===== src/rtl/fetch_unit.sv =====
// Instruction fetch stage: drives the PC to a combinational instruction memory and
// registers the returned word toward decode under a valid/ready handshake.
module fetch_unit #(
   parameter int ADDR_W  = 5,
   parameter int INSTR_W = 16
) (
   input  logic               clk,
   input  logic               reset_n,
   input  logic               start,
   input  logic               stall,
   input  logic               branch_taken,
   input  logic [ADDR_W-1:0]  branch_target,
   output logic [ADDR_W-1:0]  instr_address,
   input  logic [INSTR_W-1:0] instr_in,
   output logic [INSTR_W-1:0] if_instr,
   output logic [ADDR_W-1:0]  if_pc,
   output logic               if_valid,
   input  logic               if_ready,
   output logic               halted,
   output logic [7:0]         fetch_count
);

   typedef enum logic [1:0] {S_IDLE, S_FETCH, S_HALT} state_t;

   state_t               state_q, state_d;
   logic [ADDR_W-1:0]    pc_q, pc_d;
   logic [INSTR_W-1:0]   instr_q, instr_d;
   logic [ADDR_W-1:0]    ifpc_q, ifpc_d;
   logic                 valid_q, valid_d;
   logic [7:0]           cnt_q, cnt_d;
   logic                 is_halt;
   logic                 load;

   assign is_halt = (instr_in[INSTR_W-1 -: 3] == 3'b111);
   // A slot is free when nothing is held or decode takes the held word this cycle.
   assign load    = (state_q == S_FETCH) && !stall && !branch_taken && (!valid_q || if_ready);

   always_ff @(posedge clk or negedge reset_n) begin
      if (!reset_n) begin
         state_q <= S_IDLE;
         pc_q    <= '0;
         instr_q <= '0;
         ifpc_q  <= '0;
         valid_q <= 1'b0;
         cnt_q   <= '0;
      end else begin
         state_q <= state_d;
         pc_q    <= pc_d;
         instr_q <= instr_d;
         ifpc_q  <= ifpc_d;
         valid_q <= valid_d;
         cnt_q   <= cnt_d;
      end
   end

   always_comb begin
      state_d = state_q;
      case (state_q)
         S_IDLE:  if (start) state_d = S_FETCH;
         S_FETCH: if (load && is_halt) state_d = S_HALT;
         S_HALT:  if (branch_taken || start) state_d = S_FETCH;
         default: state_d = S_IDLE;
      endcase
   end

   // Branch outranks every other event in FETCH and HALT; IDLE ignores it.
   always_comb begin
      pc_d    = pc_q;
      instr_d = instr_q;
      ifpc_d  = ifpc_q;
      valid_d = valid_q;
      cnt_d   = cnt_q;
      case (state_q)
         S_IDLE: begin
            if (start) begin
               pc_d    = '0;
               cnt_d   = '0;
               valid_d = 1'b0;
            end
         end
         S_FETCH: begin
            if (branch_taken) begin
               pc_d    = branch_target;
               valid_d = 1'b0;
            end else if (load) begin
               if (is_halt) begin
                  valid_d = 1'b0;
               end else begin
                  instr_d = instr_in;
                  ifpc_d  = pc_q;
                  valid_d = 1'b1;
                  pc_d    = pc_q + 1'b1;
                  if (cnt_q != 8'hFF) cnt_d = cnt_q + 8'd1;
               end
            end else if (valid_q && if_ready) begin
               valid_d = 1'b0;
            end
         end
         S_HALT: begin
            if (branch_taken) begin
               pc_d    = branch_target;
               valid_d = 1'b0;
            end else if (start) begin
               pc_d    = '0;
               cnt_d   = '0;
               valid_d = 1'b0;
            end
         end
         default: valid_d = 1'b0;
      endcase
   end

   always_comb begin
      instr_address = pc_q;
      if_instr      = instr_q;
      if_pc         = ifpc_q;
      if_valid      = valid_q;
      halted        = (state_q == S_HALT);
      fetch_count   = cnt_q;
   end

endmodule


===== config.mk =====
export PLATFORM = sky130hd
export DESIGN_NAME = fetch_unit
export DESIGN_NICKNAME = d
export VERILOG_FILES = /design/src/rtl/fetch_unit.sv
export SDC_FILE = /design/constraint.sdc
export NUM_CORES = 1
export LEC_CHECK = 0
export CAP_MARGIN = 10
export CORE_MARGIN = 4
export CORE_UTILIZATION = 45
export DETAILED_ROUTE_END_ITERATION = 8
export GPL_TIMING_DRIVEN = 0
export PLACE_DENSITY = 0.86
export RECOVER_POWER = 100
export SLEW_MARGIN = 0
export SYNTH_ARGS = -nofsm -noshare
export SYNTH_HDL_FRONTEND = slang
export SYNTH_SLANG_ARGS = --single-unit

===== constraint.sdc =====
create_clock -name clk -period 2.2 [get_ports clk]
set_clock_uncertainty 0.2 [all_clocks]
set_input_delay 0.44 -clock clk [delete_from_list [all_inputs] [get_ports clk]]
set_output_delay 0.44 -clock clk [all_outputs]
set_load 0.03 [all_outputs]

==> results.md, run 1 <==
- Run status: complete, no violations
- Total standard cell area after synthesis: roughly 1900 um^2
- Core Region: 4030 um^2
- Non-filler instance count after layout: 290
- Final routed wire length divided by cell count: 16.3 um
- DP HPWL: approximately 3600 um
- Layout cells sized above 1: 9.17%
- Via count: 1654
- Post-CTS clock slew at the launch and capture registers of the worst setup and hold paths: 70 ps
- Overall global routing resource usage: approximately a fifth
- Area of the die: 5310 um^2
- Pin count of the biggest net entering global routing: 38
- Number of routed nets with antenna violations: 0
- Max Clock Freq: 474 MHz
- Core Util, Final: 67.6%
- Peak fanout along the critical path: 9
- Net count of the mapped netlist: 202
- Filler Cell Count: 304
- Antenna violations before repair: 0
- Number of distinct standard cells referenced by the synthesized netlist: 43
- Portion of synthesized cell area occupied by the leading cell type: between 40% and 50%
- Static leakage power: 1.18 nW
- Post-place instance area: between 2000 and 3000 um^2
- Class of the worst hold path: input port to async pin
- Setup crit start: state_q[0]$_DFFE_PN0P_
- Final setup violating endpoints: 0
- DR DRC count: 0
- Initial standard-cell utilization of the core: 47.0%
- Nature of the critical path startpoint: flip-flop
- Most frequent cell after synthesis: dfrtp_1
- Kind of critical path: flip-flop to output port
- Required @ worst endpoint: between 1500 and 2000 ps
- Maximum level of the CTS H-tree: 2
- Period utilization: roughly 96%
- Synth-to-Final Area Change: 43.7%
- Global-route wire length before repair: 7650 um
- Synth area leaders: dfrtp_1 (49%), mux2_1 (11%), ha_1 (4.6%)
- Startpoint of the worst register-to-register path: state_q[1]$_DFFE_PN0P_
- Count of port buffers added during placement: 62
- Number of antenna repair diodes: 0
- Slowest Stage Delay on Critical Path: 420 ps
- Yosys reg bits: 37
- Slew of the pin with the lowest slew margin: 918 ps
- Seq/Total Area, Yosys: 48.8%
- Critical-path cell with the highest stage delay: dfrtp_1
- Critical path cell sequence: inv_1, ha_2, clkdlybuf4s15_2
- Boundary Pins: 63
- Overall die width: 72.9 um
- Share of async-settable or async-resettable flops after synthesis: 100%
- Gate Count Post-Synth: 168
- Total number of yosys warnings: 0
- Number of max-slew violations in the final report: 0
- Final weighted congestion in routability-driven placement: 0.776
- TritonCTS clock tree: built
- Iteration count of the initial detailed-routing pass: 4
- Top_reg_cell synth: dfrtp_1
- Arrival @ worst endpoint: ~1500 ps
- Height of the die: 72.9 um
- Minimum setup slack among reg-to-reg paths: 100 ps
- EDFF count, synth: 0
- Sum of routed wire length over all layers: 4720 um
- Finished Cell Area: 2720 um^2
- Max-cap violation count: 0
- Number of cell instances on the worst register-to-register path: 8
- Cell Rows: 23
- DP Cell Count: 280
- Worst slew margin relative to its limit: 38.8%
- Number of DRC markers after the initial detailed-route iteration: 189
- Number of buffers between clock root and the deepest sink: 2
- Sum of overflow across all layers after global routing: 0
- Total Nets Final: about 270
- Leading post-synthesis cells by instance count: dfrtp_1 (37), mux2_1 (19), inv_1 (10)
- Total CTS buffers: 5
- Worst Setup End Kind: output port
- Vias in the first global route: ~1600
- Worst R2R End: if_instr[3]$_DFFE_PN0P_
- Via-per-instance ratio: approximately 5.7
- Period minus WS final: 2110 ps
- Maximum vdd ir drop: roughly 0.75 mV
- P per Cell Area: between 1000 and 1500 nW/um^2
- Clock latency reported for the late side of the worst-skew pair: 290 ps
- Syn Area/Cell: 11.3 um^2
- Worst setup path endpoint: halted
- Largest area contributor in the synthesized netlist: dfrtp_1
- Clock sinks: 37
- Fin. Hold Viols: 0
- Clk root buf: clkbuf_8
## state kept, by name, indices dropped and copies added, names as in the netlist
register / flops
if_pc: 5
state_q: 2
if_instr: 16
fetch_count: 8
if_valid: 1
instr_address: 5
## layout by cell type, fill, tap and decap left out, drive strengths merged, types with 2 or more instances in the layout
cell type / Yosys / layout
mux2: 21 / 21
nor2b: 4 / 4
nand3: 9 / 9
or2: 2 / 2
buf: 3 / 5
a32oi: 4 / 4
a31oi: 3 / 3
inv: 10 / 10
and3: 3 / 3
nand2b: 3 / 3
o31a: 2 / 2
o22a: 3 / 3
nand4: 4 / 4
nand3b: 2 / 2
o221ai: 2 / 2
ha: 7 / 7
clkdlybuf4s50: 0 / 60
o2bb2ai: 2 / 2
o31ai: 4 / 4
o21ai: 9 / 9
o211ai: 2 / 2
dfrtp: 37 / 37
nand2: 7 / 7
nor2: 7 / 7
clkbuf: 3 / 10
a21o: 3 / 3
## worst min-delay path by stage
stage / to / slack, ps / cells after the start
4_1_cts: if_instr[12]$_DFFE_PN0P_ / 60 / 1
6_report: if_instr[1]$_DFFE_PN0P_ / 70 / 1
2_1_floorplan: fetch_count[0]$_DFFE_PN0P_ / -60 / 0
3_3_place_gp: if_pc[1]$_DFFE_PN0P_ / 270 / 1
3_5_place_dp: if_pc[1]$_DFFE_PN0P_ / 280 / 1
5_1_grt: if_instr[1]$_DFFE_PN0P_ / 140 / 1
## metal layers
| layer | up-vias | routed length, um | global-route usage (%) |
|---|---|---|---|
| li1 | 766 | - | - |
| met1 | 816 | 1920 | 23.0 |
| met2 | 62 | 2440 | 31.7 |
| met3 | 10 | 253 | 3.99 |
| met4 | 0 | 109 | 7.99 |
| met5 | - | 0 | 0 |
## where the power goes
| group | total (W) | switching (W) | internal [W] |
|---|---|---|---|
| clock network | 0.000579 | 0.000239 | 0.000340 |
| logic | 0.00207 | 0.00118 | 0.000893 |
| registers | 0.00120 | 0.000229 | 0.000974 |
## through the flow
stage	hold WS, ps	setup TNS [ps]	setup WS, ps	total power [W]
after global placement	266	-18330	-373	0.00319
after CTS	62.2	0	3.42	0.00385
after global routing	139	-34.7	-12.0	0.00407
after floorplan	-55.6	0	209	0.00240
after detailed placement	276	-4980	-257	0.00326
final	69.6	0	88.6	0.00385
## kinds of logic (layout without fill, tap and decap cells)
family                   count (synthesis)  count (layout)  share of synthesized area (%)
AO/OA/AOI/OAI                           40              40                           15.3
adder cells (fa/ha/maj)                  7               7                           4.62
buffers and inverters                   16              88                           4.16
flip-flops                              37              37                           48.8
multiplexers                            22              22                           13.0
AND/OR/NAND/NOR                         46              46                           14.1
## worst max-delay path, delay by kind of cell, from the launching register on
family / cells / cell delay (ps)
DFF: 1 / 420
adders and majority gates: 1 / 310
buffers and inverters: 2 / 450
## timing repair
action	in CTS	in global routing
setup endpoints to repair	1	24
setup buffers	0	2
resized for setup	3	7
hold buffers	0	0
## cell type report
type / instances / area [um^2] / area share (%)
Sequential cell: 37 / 926 / 34.0
Clock buffer: 6 / 72.6 / 2.66
Tap cell: 50 / 62.6 / 2.30
Inverter: 10 / 37.5 / 1.38
Multi-Input combinational cell: 115 / 902 / 33.1
Buffer: 6 / 52.6 / 1.93
Clock inverter: 2 / 38.8 / 1.42
Timing Repair Buffer: 64 / 632 / 23.2
Note: power is estimated with default switching activity, not from simulation.
==> inputs of run 2 (changes only) <==
Settings changed: CAP_MARGIN 10 to 40.
==> results of run 2 <==
The final DEF is identical to that of run 1; final timing and power are the same.
==> inputs of run 3 (changes only) <==
Clock period 2.2 ns to 2 ns, I/O delays scaled along.
==> run 3 against run 2 <==
Net effect:
- highest routed layer unchanged
- cell count up 1.7%
- sequential cell count unchanged
- largest power group unchanged
- non-clock buffer count up 5
- clock power up 12%
- sequential share of layout area down 1.2 points
- power up 15%
- count of clock-buffer cells in the layout unchanged
- the run now ends with negative setup slack left
- register-to-register slack worse by 110 ps
- worst hold slack worse by 46 ps
- sequential power up 12%
- setup slack worse by 220 ps
- die area unchanged
==> results.md, run 3 (synthesis results as in run 1) <==
- Clk root buf: clkbuf_8
- Area of the multi-input gates: 1010 um^2 (+12%)
- Area of the die: 5310 um^2 (unchanged)
- Sequential cell area: 927 um^2 (+0.14%)
- Via count: 1679 (+1.5%)
- Post-CTS clock slew at the launch and capture registers of the worst setup and hold paths: 70 ps (about the same)
- Critical-path cell with the highest stage delay: clkdlybuf4s50_1
- Period utilization: 106%
- Global-route wire length before repair: 8020 um (+4.8%)
- Final routed wire length divided by cell count: 18.2 um (+12%)
- P per Cell Area: 1560 nW/um^2 (+11%)
- Violations in the final reports: negative setup slack
- Number of cell instances on the worst register-to-register path: 7 (-1)
- Max Clock Freq: 470 MHz
- Static leakage power: 1.27 nW (+7.5%)
- Max-cap violation count: 0 (unchanged)
- Arrival @ worst endpoint: 2110 ps (+640 ps)
- Worst setup path endpoint: state_q[1]$_DFFE_PN0P_
- Number of antenna repair diodes: 0 (unchanged)
- Synth-to-Final Area Change: 49.2%
- Via-per-instance ratio: 5.69 (-0.21%)
- Nature of the critical path startpoint: input port
- Highest-count cells in the layout ignoring fill and taps: clkdlybuf4s50_1 (45), dfrtp_1 (36), mux2_1 (11)
- Clock sinks: 37 (unchanged)
- Sum of routed wire length over all layers: 5360 um (+13%)
- Count of port buffers added during placement: 62 (unchanged)
- Pin count of the biggest net entering global routing: 38 (unchanged)
- Fin. Hold Viols: 0 (unchanged)
- Core Region: 4030 um^2 (unchanged)
- TritonCTS clock tree: built
- Total CTS buffers: 5 (unchanged)
- Class of the worst hold path: input port to async pin
- Total negative slack: -134 ps (-134 ps)
- Worst hold margin: 23.6 ps (-46.0 ps)
- Initial standard-cell utilization of the core: 47.0% (unchanged)
- DP HPWL: 3600 um (unchanged)
- Worst Setup End Kind: flip-flop
- Maximum level of the CTS H-tree: 2 (unchanged)
- Sum of overflow across all layers after global routing: 0 (unchanged)
- Boundary Pins: 63 (unchanged)
- Core Util, Final: 70.2% (+2.6 points)
- Run status: complete, but fails checks
- Slew of the pin with the lowest slew margin: 922 ps (+3.98 ps)
- Kind of critical path: input port to flip-flop
- Overall global routing resource usage: 19.6% (+0.93 points)
- Slowest Stage Delay on Critical Path: 570 ps (+150 ps)
- DR DRC count: 0 (unchanged)
- Number of buffers between clock root and the deepest sink: 2 (unchanged)
- Clock latency reported for the late side of the worst-skew pair: 300 ps (about the same)
- Setup crit start: instr_in[13]
- Most common cell after layout, fill and taps aside: clkdlybuf4s50_1
- Peak fanout along the critical path: 3 (-6)
- Startpoint of the worst register-to-register path: state_q[1]$_DFFE_PN0P_
- Height of the die: 72.9 um (unchanged)
- Number of routed nets with antenna violations: 0 (unchanged)
- Filler Cell Count: 306 (+0.66%)
- Maximum vdd ir drop: 0.917 mV (+23%)
- Number of DRC markers after the initial detailed-route iteration: 148 (-22%)
- Number of max-slew violations in the final report: 0 (unchanged)
- Total Nets Final: 278 (+1.8%)
- Largest register FFs: 16 (unchanged)
- Iteration count of the initial detailed-routing pass: 4 (unchanged)
- Worst R2R End: if_pc[4]$_DFFE_PN0P_
- Final setup violating endpoints: 3 (+3)
- Finished Cell Area: 2830 um^2 (+3.9%)
- Critical path cell sequence: clkdlybuf4s50_1, nand3_1, o41ai_1, nand2_1, mux2_1
- Vias in the first global route: 1659 (+4.0%)
- Period minus WS final: 2130 ps
- Minimum setup slack among reg-to-reg paths: -10 ps (-110 ps)
- Final weighted congestion in routability-driven placement: 0.776 (unchanged)
- Required @ worst endpoint: 1980 ps (+420 ps)
- Post-place instance area: 2570 um^2 (unchanged)
- RSZ-0062 raised after global routing: true
- Overall die width: 72.9 um (unchanged)
- Worst slew margin relative to its limit: 38.5% (-0.27 points)
- Cell Rows: 23 (unchanged)
- Least setup slack across all paths after layout: -128 ps (-217 ps)
- Layout cells sized above 1: 18.8% (+9.6 points)
- Sum of internal, switching and leakage power: 0.00442 W (+15%)
- Antenna violations before repair: 0 (unchanged)
run 3: worst min path at each step:
stage | depth (start not counted) | endpoint | from | slack [ps]
after global routing | 1 | if_instr[1]$_DFFE_PN0P_ | reset_n | 90
final | 1 | if_instr[12]$_DFFE_PN0P_ | reset_n | 20
after global placement | 1 | if_pc[1]$_DFFE_PN0P_ | if_pc[1]$_DFFE_PN0P_ | 270
after floorplan | 0 | fetch_count[0]$_DFFE_PN0P_ | reset_n | -100
after detailed placement | 1 | if_pc[1]$_DFFE_PN0P_ | if_pc[1]$_DFFE_PN0P_ | 280
after CTS | 1 | if_instr[12]$_DFFE_PN0P_ | reset_n | 20
run 3: critical path: cells and delay by family:
kind,cells,cell delay (ps)
buffers and inverters,1,570
AO/OA/AOI/OAI,1,400
AND/OR/NAND/NOR,2,390
multiplexers,1,340
run 3: layout make-up:
cell class | count | share of cell area, %
flip-flops and latches | 37 | 32.8
multi-input cells | 115 | 35.7
repair buffers | 72 | 22.8
plain buffers | 3 | 1.24
clock buffers | 6 | 2.57
well taps | 50 | 2.21
inverters | 10 | 1.33
clock inverters | 2 | 1.37
run 3: per-layer routing:
metal / global-route usage (%) / wire [um]
met5: 0 / 0
met4: 8.61 / 152
met3: 4.13 / 281
met2: 33.1 / 2850
met1: 24.2 / 2070
run 3: where the power goes:
group	total (W)	switching [W]	internal, W
sequential	0.00134	0.000270	0.00107
clock	0.000646	0.000272	0.000374
combinational	0.00243	0.00139	0.00105
total	0.00442	0.00193	0.00249
run 3: what timing repair did:
action                     CTS  global route
pin swaps                    0             4
gates cloned                 0             0
hold buffers                 0             0
buffers inserted             6             4
gates resized for setup     25            25
setup endpoints to repair   36            40
run 3: stage by stage:
stage,instances,worst slack (ps)
final,295,-128
after global routing,295,-190
after CTS,294,-54.9
after detailed placement,280,-417
after global placement,280,-533
after floorplan,168,8.74
